===== config.mk =====
export PLATFORM = sky130hd
export DESIGN_NAME = hdlc_rx_deframer
export DESIGN_NICKNAME = d
export VERILOG_FILES = /design/src/rtl/hdlc_rx_deframer.sv
export SDC_FILE = /design/constraint.sdc
export NUM_CORES = 1
export LEC_CHECK = 0
export BUFFER_PORTS_ARGS = -buffer_cell sky130_fd_sc_hd__buf_4
export CORE_AREA = 2 2 265 267
export DETAILED_ROUTE_END_ITERATION = 7
export DIE_AREA = 0 0 267 269
export PLACE_DENSITY = 0.78
export SYNTH_ARGS = -nofsm -noshare
export SYNTH_HDL_FRONTEND = slang
export SYNTH_SLANG_ARGS = --single-unit

===== constraint.sdc =====
create_clock -name Clk -period 5.5 [get_ports Clk]
set_clock_uncertainty 0.2 [all_clocks]
set_input_delay 0.275 -clock Clk [delete_from_list [all_inputs] [get_ports Clk]]
set_output_delay 0.275 -clock Clk [all_outputs]
set_load 0.01 [all_outputs]

===== src/rtl/hdlc_rx_deframer.sv =====
// HDLC receive channel: flag hunt, zero removal, abort detection, LSB-first byte assembly and
// single-frame buffer with host readout. Define HDLC_RX_FCS_CHECK_EN to enable the CRC-16 FCS check.
module hdlc_rx_deframer #(
    parameter int unsigned DEPTH     = 128,
    parameter int unsigned MIN_FRAME = 4,
    parameter int unsigned SIZE_W    = $clog2(DEPTH + 1)
) (
    input  logic              Clk,
    input  logic              Rst,
    input  logic              Rx,
    input  logic              RxEN,
    input  logic              RdBuff,
    input  logic              Drop,
    output logic [7:0]        DataOut,
    output logic              Ready,
    output logic [SIZE_W-1:0] FrameSize,
    output logic              Overflow,
    output logic              AbortSignal,
    output logic              FrameError,
    output logic              FCSerr
);
    localparam int unsigned AW = $clog2(DEPTH);
    localparam logic [SIZE_W-1:0] DepthCnt = SIZE_W'(DEPTH);
    localparam logic [SIZE_W-1:0] MinCnt   = SIZE_W'(MIN_FRAME);

    typedef enum logic [1:0] {StIdle, StSync, StRecv, StDone} state_e;

    state_e            state_q, state_d;
    logic [7:0]        win_q, win_d;
    logic [3:0]        fill_q, fill_d;
    logic [2:0]        ones_q, ones_d;
    logic [2:0]        bit_cnt_q, bit_cnt_d;
    logic [7:0]        asm_q, asm_d;
    logic [SIZE_W-1:0] byte_cnt_q, byte_cnt_d;
    logic [AW-1:0]     rd_ptr_q, rd_ptr_d;
    logic              ready_q, ready_d;
    logic              ovf_q, ovf_d;
    logic              abort_q, abort_d;
    logic              ferr_q, ferr_d;
`ifdef HDLC_RX_FCS_CHECK_EN
    logic [15:0]       crc_q, crc_d, crc_v;
    logic              crc_fb;
    logic              fcs_err_q, fcs_err_d;
`endif

    logic [7:0]        mem_q [DEPTH];
    logic              mem_we;
    logic [AW-1:0]     mem_addr;
    logic [7:0]        mem_wdata;

    logic [7:0]        win_n;
    logic              is_flag, is_abort, dbit, dvld, start, frm;
    logic [2:0]        ones_v, bit_v;
    logic [7:0]        asm_v;
    logic [SIZE_W-1:0] cnt_v, size_v;
    logic              ovf_v;

    always_comb begin
        win_n    = {Rx, win_q[7:1]};
        is_flag  = (win_n == 8'h7E);
        is_abort = &win_n[7:1];
        dbit     = win_q[0];
        // A bit leaving the window is data only once 8 bits have entered since the last flag
        dvld     = (fill_q == 4'd8);
        start    = (state_q == StSync) && dvld;
        frm      = (state_q == StRecv) || start;
        size_v   = byte_cnt_q - SIZE_W'(2);

        ones_v   = start ? 3'd0 : ones_q;
        bit_v    = start ? 3'd0 : bit_cnt_q;
        cnt_v    = start ? '0 : byte_cnt_q;
        ovf_v    = start ? 1'b0 : ovf_q;
        asm_v    = asm_q;
`ifdef HDLC_RX_FCS_CHECK_EN
        crc_v     = start ? 16'h0000 : crc_q;
        crc_fb    = 1'b0;
        crc_d     = crc_q;
        fcs_err_d = fcs_err_q;
`endif
        mem_we     = 1'b0;
        mem_addr   = '0;
        mem_wdata  = 8'h00;

        state_d    = state_q;
        win_d      = win_q;
        fill_d     = fill_q;
        ones_d     = ones_q;
        bit_cnt_d  = bit_cnt_q;
        asm_d      = asm_q;
        byte_cnt_d = byte_cnt_q;
        rd_ptr_d   = rd_ptr_q;
        ready_d    = ready_q;
        ovf_d      = ovf_q;
        abort_d    = 1'b0;
        ferr_d     = 1'b0;

        if (RxEN) begin
            win_d  = win_n;
            fill_d = is_flag ? 4'd0 : (dvld ? fill_q : fill_q + 4'd1);
            if (frm) begin
                if (ones_v == 3'd5 && !dbit) begin
                    ones_v = 3'd0;
                end else begin
                    ones_v = dbit ? ((ones_v == 3'd7) ? 3'd7 : ones_v + 3'd1) : 3'd0;
                    asm_v  = {dbit, asm_v[7:1]};
`ifdef HDLC_RX_FCS_CHECK_EN
                    // Reflected bit-serial form of x^16+x^15+x^2+1
                    crc_fb = crc_v[0] ^ dbit;
                    crc_v  = {1'b0, crc_v[15:1]} ^ (crc_fb ? 16'hA001 : 16'h0000);
`endif
                    if (bit_v == 3'd7) begin
                        if (cnt_v == DepthCnt) begin
                            ovf_v = 1'b1;
                        end else begin
                            mem_we    = 1'b1;
                            mem_addr  = cnt_v[AW-1:0];
                            mem_wdata = asm_v;
                            cnt_v     = cnt_v + SIZE_W'(1);
                        end
                    end
                    bit_v = bit_v + 3'd1;
                end
                ones_d     = ones_v;
                bit_cnt_d  = bit_v;
                asm_d      = asm_v;
                byte_cnt_d = cnt_v;
                ovf_d      = ovf_v;
`ifdef HDLC_RX_FCS_CHECK_EN
                crc_d      = crc_v;
`endif
                if (is_abort) begin
                    abort_d = (state_q == StRecv);
                    ovf_d   = 1'b0;
                    state_d = StIdle;
                end else if (is_flag) begin
                    if (bit_v != 3'd0 || cnt_v < MinCnt) begin
                        ferr_d  = 1'b1;
                        ovf_d   = 1'b0;
                        state_d = StSync;
                    end else begin
                        ready_d = 1'b1;
                        state_d = StDone;
`ifdef HDLC_RX_FCS_CHECK_EN
                        fcs_err_d = (crc_v != 16'h0000);
`endif
                    end
                end else begin
                    state_d = StRecv;
                end
            end else if (state_q == StIdle && is_flag) begin
                state_d = StSync;
            end else if (state_q == StSync && is_abort) begin
                state_d = StIdle;
            end
        end

        if (state_q == StDone) begin
            if (Drop || (RdBuff && SIZE_W'(rd_ptr_q) == size_v - SIZE_W'(1))) begin
                ready_d    = 1'b0;
                rd_ptr_d   = '0;
                ovf_d      = 1'b0;
                byte_cnt_d = '0;
                state_d    = StSync;
`ifdef HDLC_RX_FCS_CHECK_EN
                fcs_err_d  = 1'b0;
`endif
            end else if (RdBuff) begin
                rd_ptr_d = rd_ptr_q + 1'b1;
            end
        end
    end

    always_ff @(posedge Clk or negedge Rst) begin
        if (!Rst) begin
            state_q    <= StIdle;
            win_q      <= 8'h00;
            fill_q     <= 4'd0;
            ones_q     <= 3'd0;
            bit_cnt_q  <= 3'd0;
            asm_q      <= 8'h00;
            byte_cnt_q <= '0;
            rd_ptr_q   <= '0;
            ready_q    <= 1'b0;
            ovf_q      <= 1'b0;
            abort_q    <= 1'b0;
            ferr_q     <= 1'b0;
`ifdef HDLC_RX_FCS_CHECK_EN
            crc_q      <= 16'h0000;
            fcs_err_q  <= 1'b0;
`endif
        end else begin
            state_q    <= state_d;
            win_q      <= win_d;
            fill_q     <= fill_d;
            ones_q     <= ones_d;
            bit_cnt_q  <= bit_cnt_d;
            asm_q      <= asm_d;
            byte_cnt_q <= byte_cnt_d;
            rd_ptr_q   <= rd_ptr_d;
            ready_q    <= ready_d;
            ovf_q      <= ovf_d;
            abort_q    <= abort_d;
            ferr_q     <= ferr_d;
`ifdef HDLC_RX_FCS_CHECK_EN
            crc_q      <= crc_d;
            fcs_err_q  <= fcs_err_d;
`endif
        end
    end

    always_ff @(posedge Clk) begin
        if (mem_we) begin
            mem_q[mem_addr] <= mem_wdata;
        end
    end

    assign DataOut     = ready_q ? mem_q[rd_ptr_q] : 8'h00;
    assign Ready       = ready_q;
    assign FrameSize   = ready_q ? size_v : '0;
    assign Overflow    = ovf_q;
    assign AbortSignal = abort_q;
    assign FrameError  = ferr_q;
`ifdef HDLC_RX_FCS_CHECK_EN
    assign FCSerr      = fcs_err_q;
`else
    assign FCSerr      = 1'b0;
`endif

endmodule


After elaboration in Yosys (flattened, before gate mapping)
Memories as Yosys holds them, arrays and structs flattened.
Index checks and enable logic that the tools add are counted.
W data, S select, Z words.

word-level totals
  bits in registers = 47
  bits in latches = 0
  bits in writable memories = 1,024
  ROM bits = 0
  input port bits = 6
  output and inout port bits = 21
  logic and storage cells = 126
  memories kept = 1

memories
  memory  words  bits a word  read ports  clocked after memory_dff  wr ports  RTL line  text
  mem_q   128    8            1           0                         1         46        logic [7:0] mem_q [DEPTH];

operators by class
  add/subtract/negate cells = 7
  $mul = 0
  divide/modulo/power cells = 0
  order comparisons = 1
  eq/ne operators = 11
  shift operators = 0
  mux-type cells = 76
  bitwise operators = 1
  reductions and logical operators = 17

operator list
  kind                   number
  $mux W8                17
  $mux W7                7
  $mux W1                33
  $mux W3                8
  $mux W2                9
  $eq A3 B3 Y1 const B   3
  $add A8 B1 Y8 const B  1
  $eq A7 B8 Y1           1
  $eq A8 B7 Y1 const B   1
  $eq A8 B8 Y1 const B   1
  $lt A8 B3 Y1 const B   1
  $mux W4                2
  $sub A8 B1 Y8 const B  1
  $sub A8 B2 Y8 const B  1
  $add A7 B1 Y7 const B  1
  $reduce_and A7 Y1      1
  $add A3 B1 Y3 const B  2
  $reduce_and A2 Y1      3
  $logic_and A1 B1 Y1    5
  $add A4 B1 Y4 const B  1
  $eq A2 B2 Y1 const B   2
  $eq A4 B4 Y1 const B   1
  $logic_or A1 B1 Y1     3
  $reduce_and A3 Y1      1
  other kinds (7)        7

Longest topological paths before layout
Gate-level depths: netlist of run 1.

  word-level depth = 18
  mapped depth = 17
  depth with buffers taken out = 14

Least setup slack after synthesis of run 1
OpenSTA, ideal clock, no wires.

  path type = reg2reg
  from = register fill_q[0]
  to = memory mem_q[0][0], data pin
  library setup time = 535 ps
  data arrival time = 4,306 ps
  data required time = 4,765 ps
  setup slack = 460 ps
  stages on the path, launching flop included = 15
  path buffers = 4
  clock period less this slack = 5,040 ps
  cell sequence = dfrtp_1 > inv_1 > ha_1 > nand3b_1 > or2_1 > clkbuf_1 > clkbuf_1 > and2_1 > ha_1 > and3b_1 > clkbuf_1 > a31oi_1 > o2111a_1 > clkbuf_1 > and2_1

between the ends
  cells in the longest elaborated chain, start to end = 9
  elaborated cells between the ends (all ways) = 15
  classes of those cells = 4 x eq/ne; 8 x mux; 3 x reduce/logical

RTL lines
  element                 RTL line  text
  from (decl)             30        logic [3:0] fill_q, fill_d;
  from (signal assigned)  194       fill_q <= fill_d;
  $eq A4 B4 Y1 *          64        dvld = (fill_q == 4'd8);
  $logic_and A1 B1 Y1 *   65        start = (state_q == StSync) && dvld;
  $mux W8                 71        cnt_v = start ? '0 : byte_cnt_q;
  $eq A8 B8 Y1            112       if (cnt_v == DepthCnt) begin
  $mux W8                 112
  $mux W8                 111       if (bit_v == 3'd7) begin
  $mux W8                 101       if (ones_v == 3'd5 && !dbit) begin
  $mux W8 *               100       if (frm) begin
  $mux W8 *               97        if (RxEN) begin
  net mem_wdata[0]        49        logic [7:0] mem_wdata;
  to (decl)               46

The timed path passes the listed nets; every way through them passes the cells marked *.

Worst setup path in the final report of run 1
  from = register fill_q[0]
  to = memory mem_q[119][6] (enable)

between the ends
  cells in the longest elaborated chain, start to end = 11
  elaborated cells between the ends (all ways) = 22
  classes of those cells = 4 x eq/ne; 15 x mux; 3 x reduce/logical

RTL lines
  element                        RTL line  text
  $eq A4 B4 Y1 *                 64
  $logic_and A1 B1 Y1 *          65
  $mux W8                        71
  $eq A8 B8 Y1                   112
  $mux W1                        112
  $mux W1                        111
  $mux W1                        101
  $mux W1                        100
  $mux W1                        97
  $mux W1                        212       if (mem_we) begin
  $mux W1 (not written as such)  213       mem_q[mem_addr] <= mem_wdata;

Every way passes the cells marked *; elsewhere a longest branch is shown, timed or not.

==> results.txt, run 1 <==
Status: completed
Final Cycle Share: 93.8%
Simple-gate area share of the yosys netlist: 3.80%
Nets@finish: 2,178
Hold crit path type: register to register
Placed cells: 2,986
H-tree depth: 3
FF-to-FF path depth: 13
# port buffers: 25
Core area: 69,300 um2
CTS tree: built
Fin area: 48,100 um2
Vias per cell: 6.75
Worst R2R Setup Slack: 0.34 ns
DRT Pass-1 Iters: 5
Most frequent cells after synthesis: edfxtp_1 (1,024), mux4_2 (320), nor2_1 (172)
Switching power total: 3.77 mW
Largest net degree at the start of global routing: 104
Worst setup SP type: register
Largest area contributor in the netlist: edfxtp_1
Grt total ovfl: 0
Fillers: 3,913
R2r startpoint: fill_q[0]$_DFFE_PN0P_
Peak VDD IR: 0.301 mV
Mux cell area share after synthesis: 17.5%
Hold_ws: 0.267 ns
Die Area: 71,800 um2
EDFF count, synth: 1,024
Clk_lat worst skew: 0.66 ns
RR Endpoint: mem_q[119][6]$_DFFE_PP_
Total Routing Usage GR: 29.0%
Postcts setup bufs: 0
XOR/XNOR Fraction of Synth Area: 0.529%
Final std cells w/o fill: 3,187
Worst Path Max Fanout: 11
Post-synth ARST share: 4.30%
Mapped Avg Cell Area: 21.1 um2
Final setup fails: 0
Cell area after placement: 44,500 um2
Netlist cell types: 64
Via Count: 21,518
Worst Tran Pin Value: 0.949 ns
CTS Sinks: 1,070
HPWL after DPL: 58,200 um
Final ANT Viol Nets: 0
Relative slew slack: 36.7%
Multi-input gate area in the final layout: 10,200 um2
Area growth from synthesis to layout: 13.1%
Total Wirelength: 101,000 um
Seq/Total Area, Yosys: 75.0%
Reg area: 31,900 um2
IO Pins: 27
Compound-Gate Fraction of Synth Area: 1.66%
Cts bufs inserted: 103
Synth top area cells: edfxtp_1 (72%), mux4_2 (17%), dfrtp_1 (2.7%), nor2_1 (1.5%), clkbuf_1 (0.57%)
Routed len/inst: 31.7 um
YS warnings: 0
Top_reg_cell synth: edfxtp_1
Core Rows: 97
# diodes: 0
Max_cap viols: 0
Sw Ratio: 21.6%
Worst EP required: 5.58 ns
Residual DRC count: 0
Top-area cell type share of the netlist area: 72.3%
WP data arrival: 5.24 ns
Min Tclk post-route: 5.16 ns
Critical path type: register to register
Layout cell share with drive strength beyond 1: 29.5%
Largest family of logic cells by synthesized area: multiplexers
Placer congestion estimate: 0.835
Die W: 267 um
Top-count cell post-synth: edfxtp_1
Power Dens Cells: 363 nW/um2
Initial antenna violation count: 3
Mapped Nets: 2,031
Flops & latches, synth: 1,070
P_leak: 14.9 nW
Vias in the first global route: 21,580
First-pass GRT wire length: 149,000 um
Area of the mapped netlist: 42,600 um2
Final worst setup slack: 0.341 ns
Clock transition at the registers of the reported paths: 0.06 ns
CTS Buffer Depth: 3
Placement Setup Slack: 0.401 ns
RSZ-0062 raised after global routing: false
Internal: 13.7 mW
CP endpoint kind: register
Final Max Slew Viols: 0
CTS Root Cell: clkbuf_16
Adder-cell share of the synthesized area: 0.353%
Syn Inst Count: 2,013
Clock Power Share: 41.9%
Die Y: 269 um
DRT iter0 DRCs: 3,102
Crit. Startpoint: fill_q[0]$_DFFE_PN0P_
Setup crit end: mem_q[119][6]$_DFFE_PP_
Fmax: 194 MHz
Final hold vios: 0
Sequential share of power: 51.6%
Starting Density: 61.4%
Setup_tns: 0 ns
Power share of the combinational group: 6.5%
routing by layer:
| metal | wire [um] | share of wire (%) | vias to the layer above | global-route usage (%) |
|---|---|---|---|---|
| met4 | 3290 | 3.3 | 4 | 9.79 |
| met3 | 11500 | 11 | 206 | 5.84 |
| met2 | 48600 | 48 | 1526 | 45.5 |
| met1 | 37500 | 37 | 11120 | 41.8 |
| li1 | - | - | 8662 | - |
| met5 | 23 | 0.023 | - | 0 |
worst max-delay path, cell delays in order, from the launching register on:
cell and delay [ns]:
dfrtp_1 0.42, inv_1 0.08, ha_1 0.15, nand3b_1 0.14, or2_1 0.28, and2_1 0.19, ha_1 0.20, and3b_1 0.28
a31oi_1 0.25, o2111a_1 0.47, nand3_1 0.29, a21oi_1 0.68, nand2_1 0.46, nor2_1 0.69
logic make-up after synthesis:
| family | after synthesis |
|---|---|
| AND/OR/NAND/NOR | 350 |
| adder cells (fa/ha/maj) | 12 |
| flip-flops | 1070 |
| multiplexers | 341 |
| buffers and inverters | 118 |
| other | 1 |
| AO/OA/AOI/OAI | 100 |
| XOR/XNOR | 21 |
flip-flops by register name, indices dropped and copies added (netlist names):
register,cells
mem_q,1024
byte_cnt_q,8
win_q,8
asm_q,7
rd_ptr_q,7
fill_q,4
bit_cnt_q,3
ones_q,3
state_q,2
AbortSignal,1
FrameError,1
Overflow,1
Ready,1
worst min path at each step:
stage	startpoint	endpoint	cells after the start
after detailed placement	Rst	win_q[2]$_DFFE_PN0P_	1
after global placement	Rst	win_q[2]$_DFFE_PN0P_	1
after global routing	ones_q[0]$_DFFE_PN0P_	ones_q[0]$_DFFE_PN0P_	2
after CTS	ones_q[0]$_DFFE_PN0P_	ones_q[0]$_DFFE_PN0P_	2
after floorplan	Rst	AbortSignal$_DFF_PN0_	0
final	ones_q[0]$_DFFE_PN0P_	ones_q[0]$_DFFE_PN0P_	2
repair_timing:
action	in CTS	in global routing
resized for setup	0	1
setup endpoints to repair	0	104
endpoints found under the hold margin	81	0
hold buffers	9	0
stage by stage:
| stage | power, mW | util, % |
|---|---|---|
| after CTS | 17.6 | 69.5 |
| after detailed placement | 10.3 | 64.2 |
| after global placement | 10.3 | 64.2 |
| after floorplan | 10.1 | - |
| after global routing | 18.0 | 69.5 |
| final | 17.5 | 69.5 |
cells in the final DEF, fill, tap and decap left out, types with 11 or more instances in the layout:
cell type	n
clkinv_2	22
clkinvlp_4	11
o32ai_1	12
ha_1	12
nand2b_1	11
clkbuf_1	11
bufinv_16	16
clkinv_1	16
o21ai_0	23
buf_12	13
nor3_1	12
buf_4	128
nor2_1	171
mux2_2	17
nor2b_1	13
nand2_1	65
dfrtp_1	42
nand3_1	14
a21oi_1	13
edfxtp_1	1024
clkbuf_16	104
a22o_1	15
mux4_2	320
and2_1	12
layout make-up:
type / count / area share [%]
multi-input cells: 825 / 21.1
well taps: 940 / 2.44
inverters: 10 / 0.0780
clock inverters: 73 / 1.71
repair buffers: 150 / 2.76
clock buffers: 119 / 5.61
flip-flops and latches: 1070 / 66.3
power groups by stage:
stage	combinational, mW	sequential, mW	clock (mW)
after floorplan	0.957	9.11	0
after global placement	1.08	9.19	0
after detailed placement	1.13	9.20	0
after CTS	1.15	9.02	7.42
after global routing	1.25	9.03	7.69
final	1.14	9.02	7.33
Note: power is estimated with default switching activity, not from simulation.
==> inputs of run 2 (changes only) <==
--- a/config.mk
+++ b/config.mk
@@ -9,7 +9,8 @@
 export CORE_AREA = 2 2 265 267
 export DETAILED_ROUTE_END_ITERATION = 7
 export DIE_AREA = 0 0 267 269
-export PLACE_DENSITY = 0.78
+export HOLD_SLACK_MARGIN = 0.1
+export PLACE_DENSITY = 0.8
 export SYNTH_ARGS = -nofsm -noshare
 export SYNTH_HDL_FRONTEND = slang
 export SYNTH_SLANG_ARGS = --single-unit
==> results.txt, run 2 (synthesis results as in run 1) <==
Status: completed
Max_cap viols: 0
DRT Pass-1 Iters: 8
First-pass GRT wire length: 151,000 um
Die Area: 71,800 um2
Initial antenna violation count: 2
CTS tree: built
Total Wirelength: 103,000 um
Layout cell share with drive strength beyond 1: 27.3%
Worst Path Max Fanout: 11
Placer congestion estimate: 0.866
Final Max Slew Viols: 0
Largest net degree at the start of global routing: 77
Relative slew slack: 27.8%
Residual DRC count: 0
Final setup fails: 0
Fmax: 199 MHz
CP endpoint kind: register
RSZ-0062 raised after global routing: false
Worst setup SP type: register
Final hold vios: 0
CTS Sinks: 1,070
# port buffers: 25
Final std cells w/o fill: 3,146
Reg area: 31,900 um2
Worst R2R Setup Slack: 0.47 ns
Cts bufs inserted: 101
Commonest non-fill, non-tap cell in the layout: edfxtp_1
DRT iter0 DRCs: 3,716
Leading cell types in the layout, fill and taps excluded: edfxtp_1 (1,024), mux4_2 (320), nor2_1 (172), clkbuf_16 (103), buf_4 (95)
Total Routing Usage GR: 29.6%
Vias in the first global route: 21,553
Grt total ovfl: 0
Postcts setup bufs: 0
Max reg flops: 1,024
Worst Tran Pin Value: 1.08 ns
Min Tclk post-route: 5.03 ns
Core area: 69,300 um2
Via Count: 21,776
Final ANT Viol Nets: 0
CTS Buffer Depth: 3
Final Cycle Share: 91.5%
Fillers: 3,885
Die W: 267 um
Starting Density: 61.4%
Placement Setup Slack: 0.661 ns
Final worst setup slack: 0.468 ns
Clk_lat worst skew: 0.68 ns
Vias per cell: 6.92
Setup_tns: 0 ns
P_leak: 14.6 nW
Most flop-heavy register: mem_q
Core Rows: 97
Top Registers: mem_q x1024, byte_cnt_q x8, win_q x8
Power Dens Cells: 357 nW/um2
WP data arrival: 5.12 ns
Hold crit path type: register to register
Routed len/inst: 32.9 um
Critical path type: register to register
H-tree depth: 3
Placed cells: 2,952
Peak VDD IR: 0.242 mV
Worst EP required: 5.59 ns
Nets@finish: 2,142
Area growth from synthesis to layout: 11.8%
IO Pins: 27
HPWL after DPL: 58,400 um
Die Y: 269 um
CTS Root Cell: clkbuf_16
Multi-input gate area in the final layout: 10,200 um2
Clock transition at the registers of the reported paths: 0.06 ns
[run 2: area by class of cell]
cell class                 count  share of cell area, %
timing repair buffer         116                   2.23
sequential                  1070                   67.1
clock inverter                56                   1.14
tap                          940                   2.47
antenna                        2                 0.0105
clock buffer                 127                   5.61
inverter                      10                 0.0789
multi-input combinational    825                   21.4
[run 2: path summary, 6_finish.rpt]
path                       cells past startpoint                      end                  start
hold / removal                                 2    ones_q[1]$_DFFE_PN0P_  ones_q[1]$_DFFE_PN0P_
max in group asynchronous                      4  rd_ptr_q[3]$_DFFE_PN0P_                    Rst
min in group asynchronous                      4     win_q[6]$_DFFE_PN0P_                    Rst
setup / recovery                              13   mem_q[61][2]$_DFFE_PP_  fill_q[0]$_DFFE_PN0P_
setup reg to reg                              13   mem_q[61][2]$_DFFE_PP_  fill_q[0]$_DFFE_PN0P_
hold reg to reg                                2    ones_q[1]$_DFFE_PN0P_  ones_q[1]$_DFFE_PN0P_
[run 2: critical path, stage by stage, from the launching register on]
cell and delay, ns:
dfrtp_1 0.42, inv_1 0.08, ha_1 0.15, nand3b_1 0.15
or2_1 0.29, and2_1 0.20, ha_1 0.20, and3b_1 0.28
a31oi_1 0.23, o2111a_1 0.44, nand3_1 0.22, nor2_1 0.68
nand2_1 0.45, nor2_1 0.67
[run 2: repair_timing]
action	CTS	global route
hold buffers	9	0
endpoints found under the hold margin	82	0
resized for setup	0	0
[run 2: per-layer routing]
metal	vias to the layer above	GRT usage, %	share of wire (%)
met1	11191	42.5	37
met2	1731	45.4	47
met4	4	12.2	4.3
li1	8583	-	-
met5	-	0	0.029
met3	267	6.28	12
[run 2: metrics by stage]
stage | power, mW | hold WS [ns] | utilization [%] | instance area [um2]
2_1_floorplan | 10.1 | -0.221 | - | 42600
3_3_place_gp | 10.3 | 0.109 | 63.8 | 44200
3_5_place_dp | 10.3 | 0.119 | 63.8 | 44200
4_1_cts | 17.1 | 0.298 | 68.6 | 47600
5_1_grt | 17.5 | 0.336 | 68.6 | 47600
6_report | 17.0 | 0.303 | 68.6 | 47600
[run 2: report_power, final]
part | switching (mW) | internal, mW | leakage (nW)
logic | 0.586 | 0.547 | 2.97
registers | 0.133 | 8.88 | 10.0
clock network | 3.03 | 3.83 | 1.55
==> inputs of run 3 (changes only) <==
--- a/config.mk
+++ b/config.mk
@@ -11,6 +11,7 @@
 export DIE_AREA = 0 0 267 269
 export HOLD_SLACK_MARGIN = 0.1
 export PLACE_DENSITY = 0.8
+export RECOVER_POWER = 50
 export SYNTH_ARGS = -nofsm -noshare
 export SYNTH_HDL_FRONTEND = slang
 export SYNTH_SLANG_ARGS = --single-unit
==> results.txt, run 3 (synthesis results as in run 1) <==
Status: complete, but fails checks
Failing checks: max-capacitance violations, max-slew violations
Leading cell types in the layout, fill and taps excluded: edfxtp_1 (1,024), mux4_2 (320), nor2_1 (172), clkbuf_16 (103), buf_4 (77)
Largest net degree at the start of global routing: 77
Internal: 13.2 mW
CP max stage cell: and2_2
Initial antenna violation count: 2
Clock transition at the registers of the reported paths: 0.06 ns
Area growth from synthesis to layout: 11.5%
Worst path bufs/invs: 3
Postcts setup bufs: 0
CTS Buffer Depth: 3
Worst setup SP type: register
RSZ-0062 raised after global routing: false
# port buffers: 25
Final Cycle Share: 92.6%
HPWL after DPL: 58,400 um
CTS hold repair buffers: 9
Reg area: 31,900 um2
Final Max Slew Viols: 212
Commonest non-fill, non-tap cell in the layout: edfxtp_1
Power Dens Cells: 358 nW/um2
Vias in the first global route: 21,553
DRT Pass-1 Iters: 7
Clock Power Share: 40.3%
Die Area: 71,800 um2
Top Registers: mem_q x1024, byte_cnt_q x8, win_q x8
Sequential share of power: 53.1%
Die Y: 269 um
Residual DRC count: 0
Multi-input gate area in the final layout: 10,100 um2
Fillers: 3,917
Core Rows: 97
CTS Root Cell: clkbuf_16
Peak VDD IR: 0.243 mV
Nets@finish: 2,142
Core area: 69,300 um2
Hold crit path type: register to register
Relative slew slack: -80.9%
Total Routing Usage GR: 29.6%
IO Pins: 27
Layout cell share with drive strength beyond 1: 26.4%
Final ANT Viol Nets: 0
CTS Sinks: 1,070
CP endpoint kind: register
Most used cell, CP: ha_1
Starting Density: 61.4%
Post_cts resized: 0
Critical path type: register to register
P_leak: 14.5 nW
Max reg flops: 1,024
Max_cap viols: 4
Sw Ratio: 22.0%
Worst EP required: 5.63 ns
Worst path cell trace: inv_1, ha_1, nand3b_1, or2_0, buf_4, and2_0, ha_1, ha_1, o2111a_1, and2_2, clkbuf_4
Clk_lat worst skew: 0.68 ns
Hold_ws: 0.304 ns
Final hold vios: 0
Switching power total: 3.74 mW
First-pass GRT wire length: 151,000 um
Delay-heaviest family, CP: simple AND/OR/NAND/NOR gates
Slowest cell delay on critical path: 1.05 ns
Vias per cell: 6.92
Most flop-heavy register: mem_q
Min Tclk post-route: 5.09 ns
Worst Tran Pin Value: 2.71 ns
Setup_tns: 0 ns
Power share of the combinational group: 6.6%
Die W: 267 um
Cts bufs inserted: 101
Worst Path Max Fanout: 76
WP data arrival: 5.22 ns
Routed len/inst: 32.9 um
Fmax: 196 MHz
Total Wirelength: 104,000 um
DRT iter0 DRCs: 3,687
CTS tree: built
H-tree depth: 3
Placer congestion estimate: 0.866
Via Count: 21,783
Grt total ovfl: 0
Final setup fails: 0
[run 3: layer usage]
layer	part of all wire, %	global-route usage, %	vias up
li1	-	-	8581
met1	36	42.5	11204
met2	47	45.4	1721
met3	12	6.28	275
met4	4.5	12.2	2
met5	0.035	0	-
[run 3: worst min-delay path: cells and delay by family, from the launching register on]
kind	cells	cell delay, ns
flops	1	0.35
simple gates	2	0.12
[run 3: metrics by stage]
stage | setup WS (ns) | power [mW] | area, um2 | instances | util [%]
3_3_place_gp | 0.842 | 10.3 | 44200 | 2952 | 63.8
5_1_grt | 0.189 | 17.4 | 47400 | 3144 | 68.5
3_5_place_dp | 0.661 | 10.3 | 44200 | 2952 | 63.8
2_1_floorplan | 0.460 | 10.1 | 42600 | 2013 | -
4_1_cts | 0.558 | 17.1 | 47600 | 3144 | 68.6
6_report | 0.408 | 17.0 | 47400 | 3146 | 68.5
[run 3: cell type report]
cell class                      count  area share, %
Timing Repair Buffer              116           2.04
Inverter                           10         0.0791
Sequential cell                  1070           67.3
Antenna cell                        2         0.0105
Clock inverter                     56           1.15
Multi-Input combinational cell    825           21.4
Clock buffer                      127           5.62
Tap cell                          940           2.48
[run 3: worst paths after layout]
path	end	cells after the start	from	slack, ns
setup / recovery	mem_q[10][5]$_DFFE_PP_	11	fill_q[0]$_DFFE_PN0P_	0.41
hold / removal	ones_q[1]$_DFFE_PN0P_	2	ones_q[1]$_DFFE_PN0P_	0.30
setup reg to reg	mem_q[10][5]$_DFFE_PP_	11	fill_q[0]$_DFFE_PN0P_	0.41
hold reg to reg	ones_q[1]$_DFFE_PN0P_	2	ones_q[1]$_DFFE_PN0P_	0.30
max in group asynchronous	rd_ptr_q[3]$_DFFE_PN0P_	4	Rst	1.95
min in group asynchronous	win_q[6]$_DFFE_PN0P_	4	Rst	1.36
[run 3: power groups by stage]
stage / registers, mW / logic (mW) / clock network (mW)
4_1_cts: 9.01 / 1.14 / 6.90
6_report: 9.01 / 1.12 / 6.85
3_3_place_gp: 9.17 / 1.09 / 0
5_1_grt: 9.02 / 1.24 / 7.19
3_5_place_dp: 9.18 / 1.12 / 0
2_1_floorplan: 9.11 / 0.957 / 0
